===== src/rtl/key_encoder8_3_pkg.sv =====
// Shared types, sizes and helpers for the eight-key encoder and its debouncer.
package key_pkg;

   localparam int KEY_NUM            = 8;
   localparam int CODE_W             = 3;
   localparam int DEB_CYCLES_DEFAULT = 1_000_000;

   typedef enum logic {
      IDLE = 1'b0,
      HELD = 1'b1
   } state_t;

   // Index of the highest set bit; all-clear encodes as zero.
   function automatic logic [CODE_W-1:0] prio_encode(input logic [KEY_NUM-1:0] pressed);
      logic [CODE_W-1:0] idx;
      idx = '0;
      for (int i = 0; i < KEY_NUM; i++) begin
         if (pressed[i]) idx = CODE_W'(i);
      end
      return idx;
   endfunction

   // True when two or more bits are set: clearing the lowest set bit leaves something behind.
   function automatic logic multi_pressed(input logic [KEY_NUM-1:0] pressed);
      return (pressed & (pressed - KEY_NUM'(1))) != '0;
   endfunction

endpackage


===== src/rtl/key_encoder8_3_if.sv =====
// Key vector in, encoded key event out.
interface key_encoder8_3_if;
   import key_pkg::*;

   logic [KEY_NUM-1:0] key_n;
   logic [CODE_W-1:0]  code;
   logic               code_valid;
   logic               key_down;
   logic               multi;

   modport master (
      output key_n,
      input  code, code_valid, key_down, multi
   );

   modport slave (
      input  key_n,
      output code, code_valid, key_down, multi
   );
endinterface


===== src/rtl/key_encoder8_3_debounce.sv =====
// Two-flop synchroniser plus shared stability counter for a vector of raw keys.
// The debounced vector only follows the synchronised vector after it has been
// constant for DEB_CYCLES cycles, which also absorbs skew between bits.
module key_debounce #(
   parameter int WIDTH      = 8,
   parameter int DEB_CYCLES = 16,
   parameter int CNT_W      = 24
) (
   input  logic             clk,
   input  logic             rst_n,
   input  logic [WIDTH-1:0] raw_in,
   output logic [WIDTH-1:0] deb_out
);

   localparam logic [CNT_W-1:0] CNT_MAX = CNT_W'(DEB_CYCLES - 1);

   logic [WIDTH-1:0] sync1_q, sync1_d;
   logic [WIDTH-1:0] s_vec_q, s_vec_d;
   logic [WIDTH-1:0] s_prev_q, s_prev_d;
   logic [WIDTH-1:0] deb_vec_q, deb_vec_d;
   logic [CNT_W-1:0] cnt_q, cnt_d;

   // Next-state: shift the sync chain, restart on any change, commit once stable.
   always_comb begin
      sync1_d   = raw_in;
      s_vec_d   = sync1_q;
      s_prev_d  = s_vec_q;
      cnt_d     = cnt_q;
      deb_vec_d = deb_vec_q;
      if (s_vec_q != s_prev_q) begin
         cnt_d = '0;
      end else if (cnt_q == CNT_MAX) begin
         if (s_vec_q != deb_vec_q) deb_vec_d = s_vec_q;
      end else begin
         cnt_d = cnt_q + CNT_W'(1);
      end
   end

   // State registers; reset puts every stage at "all keys released".
   always_ff @(posedge clk or negedge rst_n) begin
      if (!rst_n) begin
         sync1_q   <= '1;
         s_vec_q   <= '1;
         s_prev_q  <= '1;
         deb_vec_q <= '1;
         cnt_q     <= '0;
      end else begin
         sync1_q   <= sync1_d;
         s_vec_q   <= s_vec_d;
         s_prev_q  <= s_prev_d;
         deb_vec_q <= deb_vec_d;
         cnt_q     <= cnt_d;
      end
   end

   assign deb_out = deb_vec_q;

endmodule


===== src/rtl/key_encoder8_3.sv =====
// 8-to-3 key encoder: debounced active-low keys, priority encoded, one event
// per press with a full release required between events.
module key_encoder8_3
   import key_pkg::*;
#(
   parameter int DEB_CYCLES = DEB_CYCLES_DEFAULT,
   parameter int CNT_W      = 24
) (
   input  logic                   clk,
   input  logic                   rst_n,
   key_encoder8_3_if.slave        bus
);

   logic [KEY_NUM-1:0] deb_vec;
   logic [KEY_NUM-1:0] pressed;

   state_t             state_q, state_d;
   logic [CODE_W-1:0]  code_q, code_d;
   logic               code_valid_q, code_valid_d;
   logic               key_down_q, key_down_d;
   logic               multi_q, multi_d;

   key_debounce #(
      .WIDTH      (KEY_NUM),
      .DEB_CYCLES (DEB_CYCLES),
      .CNT_W      (CNT_W)
   ) u_debounce (
      .clk     (clk),
      .rst_n   (rst_n),
      .raw_in  (bus.key_n),
      .deb_out (deb_vec)
   );

   assign pressed = ~deb_vec;

   // Event FSM: latch the code on the first debounced press, ignore changes until all released.
   always_comb begin
      state_d      = state_q;
      code_d       = code_q;
      code_valid_d = 1'b0;
      case (state_q)
         IDLE: begin
            if (pressed != '0) begin
               state_d      = HELD;
               code_d       = prio_encode(pressed);
               code_valid_d = 1'b1;
            end
         end
         HELD: begin
            if (pressed == '0) state_d = IDLE;
         end
         default: state_d = IDLE;
      endcase
      key_down_d = (state_d == HELD);
      multi_d    = multi_pressed(pressed);
   end

   // FSM state and registered outputs.
   always_ff @(posedge clk or negedge rst_n) begin
      if (!rst_n) begin
         state_q      <= IDLE;
         code_q       <= '0;
         code_valid_q <= 1'b0;
         key_down_q   <= 1'b0;
         multi_q      <= 1'b0;
      end else begin
         state_q      <= state_d;
         code_q       <= code_d;
         code_valid_q <= code_valid_d;
         key_down_q   <= key_down_d;
         multi_q      <= multi_d;
      end
   end

   assign bus.code       = code_q;
   assign bus.code_valid = code_valid_q;
   assign bus.key_down   = key_down_q;
   assign bus.multi      = multi_q;

endmodule


===== src/flat_wrapper.sv =====
// flat-port wrapper written by rule: the top's interface ports become plain ports
module key_encoder8_3_flat import key_pkg::*;
#(
   parameter int DEB_CYCLES = DEB_CYCLES_DEFAULT,
   parameter int CNT_W      = 24
)
  (clk, rst_n, bus_key_n, bus_code, bus_code_valid, bus_key_down, bus_multi);
  key_encoder8_3_if bus_i ();
  input  logic clk;
  input  logic rst_n;
  input wire logic [$bits(bus_i.key_n)-1:0] bus_key_n;
  output wire logic [$bits(bus_i.code)-1:0] bus_code;
  output wire logic [$bits(bus_i.code_valid)-1:0] bus_code_valid;
  output wire logic [$bits(bus_i.key_down)-1:0] bus_key_down;
  output wire logic [$bits(bus_i.multi)-1:0] bus_multi;
  assign bus_i.key_n = bus_key_n;
  assign bus_code = bus_i.code;
  assign bus_code_valid = bus_i.code_valid;
  assign bus_key_down = bus_i.key_down;
  assign bus_multi = bus_i.multi;
  key_encoder8_3 #(.DEB_CYCLES(DEB_CYCLES), .CNT_W(CNT_W)) u_core (.clk(clk), .rst_n(rst_n), .bus(bus_i));
endmodule

===== config.mk =====
export PLATFORM = sky130hd
export DESIGN_NAME = key_encoder8_3_flat
export DESIGN_NICKNAME = d
export VERILOG_FILES = /design/src/rtl/key_encoder8_3_pkg.sv /design/src/rtl/key_encoder8_3_if.sv /design/src/rtl/key_encoder8_3_debounce.sv /design/src/rtl/key_encoder8_3.sv /design/src/flat_wrapper.sv
export SDC_FILE = /design/constraint.sdc
export NUM_CORES = 1
export LEC_CHECK = 0
export CAP_MARGIN = 5
export CELL_PAD_IN_SITES_DETAIL_PLACEMENT = 1
export CELL_PAD_IN_SITES_GLOBAL_PLACEMENT = 1
export CORE_ASPECT_RATIO = 1.75
export CORE_MARGIN = 2
export CORE_UTILIZATION = 51
export CTS_CLUSTER_SIZE = 30
export DETAILED_ROUTE_END_ITERATION = 10
export PLACE_DENSITY = 0.79
export RECOVER_POWER = 100
export SLEW_MARGIN = 25
export SYNTH_ARGS = -nofsm -noshare
export SYNTH_HDL_FRONTEND = slang
export SYNTH_SLANG_ARGS = --single-unit
export TNS_END_PERCENT = 1

===== constraint.sdc =====
create_clock -name clk -period 2.9 [get_ports clk]
set_input_delay 0.58 -clock clk [delete_from_list [all_inputs] [get_ports clk]]
set_output_delay 0.58 -clock clk [all_outputs]
set_load 0.02 [all_outputs]

==> flow_metrics.env, run 1 <==
export IMPL_status="finished, violations left"
export IMPL_max_freq_ghz=0.463
export IMPL_grt_pass1_vias=2023
export IMPL_switching_share=0.226
export IMPL_drive_gt1_frac=0.214
export IMPL_final_seq_area_um2=1590
export IMPL_syn_to_final_growth_pct=14.3
export IMPL_post_route_drc_count=0
export IMPL_maxCapViolCount=1
export IMPL_h_tree_depth=3
export IMPL_yosys_top_cells_area="dfstp_2, dfrtp_1, xor2_1"
export IMPL_synth_cell_type_count=35
export IMPL_cp_max_fo=24
export IMPL_endpoint_kind="flop"
export IMPL_rsz0062_at_grt="false"
export IMPL_final_common_cell="dfrtp_1"
export IMPL_grtUsageTotal=0.232
export IMPL_final_util=0.597
export IMPL_cts_sinks=62
export IMPL_post_place_ws_ns=0.907
export IMPL_fillers=536
export IMPL_dp_cells=296
export IMPL_grt_pass1_wl_um=9980
export IMPL_synth_seq_area_share=0.590
export IMPL_cts_inserted_buffers=9
export IMPL_gp_congestion=0.746
export IMPL_p_switching_mw=0.380
export IMPL_cts_buffer_depth=2
export IMPL_power_share_clock=0.436
export IMPL_netlist_area_um2=2700
export IMPL_num_nets_final=263
export IMPL_synthCells=230
export IMPL_hold_depth=0
export IMPL_period_minus_slack_ns=2.16
export IMPL_final_area_um2=3080
export IMPL_hp_class="flop to flop"
export IMPL_syn_area_per_cell_um2=11.7
export IMPL_setup_viol=0
export IMPL_holdWs_ns=0.359
export IMPL_vias=1844
export IMPL_post_cts_setup_buffer_count=0
export IMPL_first_pass_iters=4
export IMPL_synthFlopType="dfstp_2"
export IMPL_regToRegEndpoint="u_core.u_debounce.cnt_q[6]"
export IMPL_grt_overflow=0
export IMPL_clkLatencyLatePin_ns=0.34
export IMPL_die_area_um2=5910
export IMPL_rr_worst_depth=5
export IMPL_required_ns=3.15
export IMPL_crit_type="flop to flop"
export IMPL_synth_nets=241
export IMPL_synth_edf_count=0
export IMPL_min_from="u_core.u_debounce.s_vec_d[0]"
export IMPL_grt_max_degree=63
export IMPL_p_leak_nw=1.18
export IMPL_fin_crit_sh=0.745
export IMPL_peakVddDrop_mv=0.347
export IMPL_cp_arrival_ns=2.41
export IMPL_clk_pin_slew_ns=0.07
export IMPL_ys_ff_latch=62
export IMPL_via_per_inst=5.91
export IMPL_ios=16
export IMPL_synth_top_area_frac=0.312
export IMPL_max_slew_margin_rel=-0.00914
export IMPL_ys_warn_count=0
export IMPL_antenna_found_initial=0
export IMPL_power_density_nw_per_um2=546
export IMPL_worst_pin_slew_ns=1.51
export IMPL_cts_resized=0
export IMPL_portBuffers=15
export IMPL_place_hpwl_um=4150
export IMPL_die_h_um=100
export IMPL_synthArstFlopShare=1.00
export IMPL_diodes=0
export IMPL_yosysTopAreaCell="dfstp_2"
export IMPL_fin_skew_ns=0.00910
export IMPL_final_cell_mix="dfrtp_1, xor2_1, dfstp_2"
export IMPL_drv_slew=63
export IMPL_pwr_share_seq=0.538
export IMPL_setup_slack_ns=0.739
export IMPL_cts_root_buf="clkbuf_8"
export IMPL_power_total_mw=1.68
export IMPL_hold_violations=0
export IMPL_multiInputGateArea_um2=1070
export IMPL_cts_tree="built"
export IMPL_drt_iter0_drc=92
export IMPL_start_util=0.522
export IMPL_intPower_mw=1.30
export IMPL_dpl_cell_area_um2=2900
export IMPL_whs_endpoint="u_core.u_debounce.s_prev_d[0]"
export IMPL_coreArea_um2=5170
export IMPL_pwr_share_comb=0.026
export IMPL_violations="max-capacitance violations, max-slew violations"
export IMPL_std_cell_rows=35
export IMPL_die_w_um=59.0
export IMPL_layoutNonFillerInstCount=312
export IMPL_cp_startpoint="u_core.u_debounce.s_prev_d[1]"
export IMPL_wire_per_inst_um=18.8
export IMPL_wirelength_um=5870
export IMPL_crit_path_start_kind="flop"
export IMPL_hold_buffers=0
export IMPL_r2r_slack_ns=0.74
export IMPL_setup_tns_ns=0
export IMPL_postRouteAntennaNets=0
export IMPL_r2r_start="u_core.u_debounce.s_prev_d[1]"
## logic make-up (layout without fill, tap and decap cells)
group | count (synthesis) | after routing | share of synthesized area
adder cells (fa/ha/maj) | 3 | 3 | 0.0121
AND/OR/NAND/NOR | 85 | 85 | 0.180
multiplexers | 9 | 9 | 0.0371
flip-flops | 62 | 62 | 0.590
AO/OA/AOI/OAI | 31 | 31 | 0.0654
buffers and inverters | 9 | 36 | 0.0148
XOR/XNOR | 31 | 31 | 0.101
## synth_stat cells (2+ instances only)
cell and instances:
and3_1 3, nand2_1 15, maj3_1 2, nand4_1 5, and4_1 3, dfrtp_1 30, a21oi_1 11, inv_1 3
nand4_4 2, xor2_1 24, xnor2_1 7, mux2_2 8, dfstp_2 32, nand3_1 11, nor4_1 7, clkbuf_1 3
nor2_1 21, or3_1 8, nor3_1 5, buf_2 2, o21ai_0 14
## state kept, by name (all words and copies together), names as in the netlist
register / count
u_core.bus.code: 3
u_core.bus.code_valid: 1
u_core.bus.multi: 1
u_core.state_q: 1
u_core.u_debounce.cnt_q: 24
u_core.u_debounce.deb_out: 8
u_core.u_debounce.s_prev_d: 8
u_core.u_debounce.s_prev_q: 8
u_core.u_debounce.s_vec_d: 8
## final cells by class
class,count,area share
clock buffers,10,0.0414
clock inverters,6,0.0207
inverters,3,0.00365
multi-input cells,159,0.346
flip-flops and latches,62,0.516
well taps,55,0.0223
repair buffers,17,0.0503
## worst max path at each step
| stage | to |
|---|---|
| after global placement | u_core.u_debounce.deb_out[4] |
| after floorplan | u_core.u_debounce.deb_out[0] |
| after detailed placement | u_core.u_debounce.deb_out[5] |
| final | u_core.u_debounce.cnt_q[6] |
| after CTS | u_core.u_debounce.deb_out[5] |
| after global routing | u_core.u_debounce.cnt_q[6] |
## metal layers
layer | GRT usage | up-vias | routed length, um
met4 | 0.0927 | 0 | 121
met5 | 0 | - | 0
met3 | 0.0554 | 11 | 129
li1 | - | 851 | -
met1 | 0.240 | 960 | 2090
met2 | 0.428 | 22 | 3530
## power groups by stage
stage          Sequential, mW  Clock (mW)  Combinational [mW]
5_1_grt                 0.908       0.797              0.0489
3_5_place_dp            0.924           0              0.0473
3_3_place_gp            0.923           0              0.0466
6_report                0.907       0.735              0.0431
4_1_cts                 0.909       0.754              0.0477
2_1_floorplan           0.920           0              0.0133
## critical path, stage by stage (launching register included)
cell,delay (ns)
dfstp_1,0.60
xor2_1,0.12
nor4_1,0.61
nand2_1,0.13
clkbuf_2,0.37
a21oi_1,0.24
Power figures use the tool's default switching activity.
==> run 2, diff against run 1 <==
--- a/config.mk
+++ b/config.mk
@@ -10,10 +10,10 @@
 export CELL_PAD_IN_SITES_GLOBAL_PLACEMENT = 1
 export CORE_ASPECT_RATIO = 1.75
 export CORE_MARGIN = 2
-export CORE_UTILIZATION = 51
+export CORE_UTILIZATION = 47
 export CTS_CLUSTER_SIZE = 30
 export DETAILED_ROUTE_END_ITERATION = 10
-export PLACE_DENSITY = 0.79
+export PLACE_DENSITY = 0.74
 export RECOVER_POWER = 100
 export SLEW_MARGIN = 25
 export SYNTH_ARGS = -nofsm -noshare
==> constraint.sdc (replaced) <==
create_clock -name clk -period 2.1 [get_ports clk]
set_input_delay 0.42 -clock clk [delete_from_list [all_inputs] [get_ports clk]]
set_output_delay 0.42 -clock clk [all_outputs]
set_load 0.02 [all_outputs]
==> run 2 against run 1 <==
The run now ends clean; clock power increased by 41%; combinational power is 42% higher; count of clock-buffer cells in the layout grew 2; core utilization down 2.9 points; sequential share of layout area is 0.99 points lower.
==> flow_metrics.env, run 2 (synthesis results as in run 1) <==
export IMPL_fillers=581
export IMPL_grt_max_degree=63
export IMPL_worstPathCellList="nor4_1 > nand3_1 > nor2_4 > nand4_4 > mux2_2"
export IMPL_post_cts_setup_buffer_count=0
export IMPL_syn_to_final_growth_pct=16.6
export IMPL_cts_buffer_depth=2
export IMPL_max_freq_ghz=0.507
export IMPL_grt_pass1_wl_um=9470
export IMPL_place_hpwl_um=3880
export IMPL_final_seq_area_um2=1590
export IMPL_first_pass_iters=4
export IMPL_setup_slack_ns=0.129
export IMPL_h_tree_depth=3
export IMPL_ios=16
export IMPL_grtUsageTotal=0.205
export IMPL_worst_pin_slew_ns=1.45
export IMPL_setup_tns_ns=0
export IMPL_die_area_um2=6390
export IMPL_die_h_um=104
export IMPL_drt_iter0_drc=62
export IMPL_postRouteAntennaNets=0
export IMPL_hold_violations=0
export IMPL_grt_pass1_vias=1993
export IMPL_antenna_found_initial=0
export IMPL_crit_type="flop to flop"
export IMPL_period_minus_slack_ns=1.97
export IMPL_cts_sinks=62
export IMPL_endpoint_kind="flop"
export IMPL_power_total_mw=2.35
export IMPL_hold_buffers=0
export IMPL_fin_skew_ns=0.00533
export IMPL_slowest_stage="dfrtp_1"
export IMPL_num_nets_final=267
export IMPL_final_util=0.568
export IMPL_portBuffers=15
export IMPL_hp_class="flop to flop"
export IMPL_die_w_um=61.3
export IMPL_crit_buf_inv=0
export IMPL_required_ns=2.36
export IMPL_diodes=0
export IMPL_dpl_cell_area_um2=2970
export IMPL_std_cell_rows=36
export IMPL_drive_gt1_frac=0.218
export IMPL_peakVddDrop_mv=0.555
export IMPL_cts_root_buf="clkbuf_8"
export IMPL_fin_crit_sh=0.939
export IMPL_clkLatencyLatePin_ns=0.34
export IMPL_setup_viol=0
export IMPL_regMostFlops="u_core.u_debounce.cnt_q"
export IMPL_slowest_delay_ns=0.45
export IMPL_multiInputGateArea_um2=1070
export IMPL_wirelength_um=5510
export IMPL_start_util=0.487
export IMPL_largest_reg_flops=24
export IMPL_crit_path_start_kind="flop"
export IMPL_cts_inserted_buffers=9
export IMPL_cts_resized=0
export IMPL_status="finished, final reports clean"
export IMPL_final_area_um2=3140
export IMPL_max_slew_margin_rel=0.0361
export IMPL_cts_tree="built"
export IMPL_drv_slew=0
export IMPL_clk_pin_slew_ns=0.07
export IMPL_maxCapViolCount=0
export IMPL_final_common_cell="dfrtp_1"
export IMPL_gp_congestion=0.845
export IMPL_p_leak_nw=1.21
export IMPL_wire_per_inst_um=16.4
export IMPL_coreArea_um2=5540
export IMPL_via_per_inst=5.34
export IMPL_power_density_nw_per_um2=748
export IMPL_critPathTopFamily="simple AND/OR/NAND/NOR gates"
export IMPL_cp_arrival_ns=2.24
export IMPL_vias=1798
export IMPL_cp_max_fo=8
export IMPL_post_route_drc_count=0
export IMPL_final_cell_mix="dfrtp_1, xor2_1, dfstp_2"
export IMPL_grt_overflow=0
export IMPL_post_place_ws_ns=0.143
export IMPL_rsz0062_at_grt="false"
run 2: cell count changes in the layout (fill, tap and decap cells not counted), sizes merged:
| cell | change |
|---|---|
| buf | +2 |
| clkinvlp | -2 |
| clkbuf | +4 |
run 2: final cells by class:
| cell class | instances | share of cell area |
|---|---|---|
| Clock inverter | 4 | 0.0143 |
| Clock buffer | 12 | 0.0493 |
| Timing Repair Buffer | 21 | 0.0573 |
| Sequential cell | 62 | 0.506 |
| Multi-Input combinational cell | 159 | 0.339 |
| Tap cell | 76 | 0.0302 |
| Inverter | 3 | 0.00358 |
run 2: per-stage QoR:
| stage | std cells | hold WS [ns] |
|---|---|---|
| after floorplan | 230 | 0.124 |
| after global placement | 321 | 0.345 |
| after detailed placement | 321 | 0.348 |
| after CTS | 337 | 0.0803 |
| after global routing | 337 | 0.360 |
| final | 337 | 0.356 |
run 2: metal layers:
layer / global-route usage / part of all wire
met2: 0.351 / 0.59
met4: 0.0870 / 0.018
met1: 0.221 / 0.37
met3: 0.0647 / 0.024
met5: 0 / 0
run 2: power by group:
group	total [mW]	internal (mW)	switching, mW
Clock	1.04	0.607	0.430
Combinational	0.0610	0.0247	0.0363
Sequential	1.25	1.23	0.0175
Total	2.35	1.87	0.484
run 2: worst paths after layout:
path / from / to / slack [ns] / depth (start not counted)
setup reg to reg: u_core.u_debounce.cnt_q[10] / u_core.u_debounce.deb_out[7] / 0.13 / 5
hold / removal: u_core.u_debounce.s_vec_d[6] / u_core.u_debounce.s_prev_d[6] / 0.36 / 0
max in group asynchronous: rst_n / u_core.u_debounce.cnt_q[3] / 0.72 / 2
min in group asynchronous: rst_n / u_core.state_q / 0.50 / 2
hold reg to reg: u_core.u_debounce.s_vec_d[6] / u_core.u_debounce.s_prev_d[6] / 0.36 / 0
setup / recovery: u_core.u_debounce.cnt_q[10] / u_core.u_debounce.deb_out[7] / 0.13 / 5
run 2: worst register-to-register path, delay by kind of cell, from the launching register on:
family	cells	cell delay [ns]
DFF	1	0.45
muxes	1	0.33
and+or+nand+nor	4	1.12
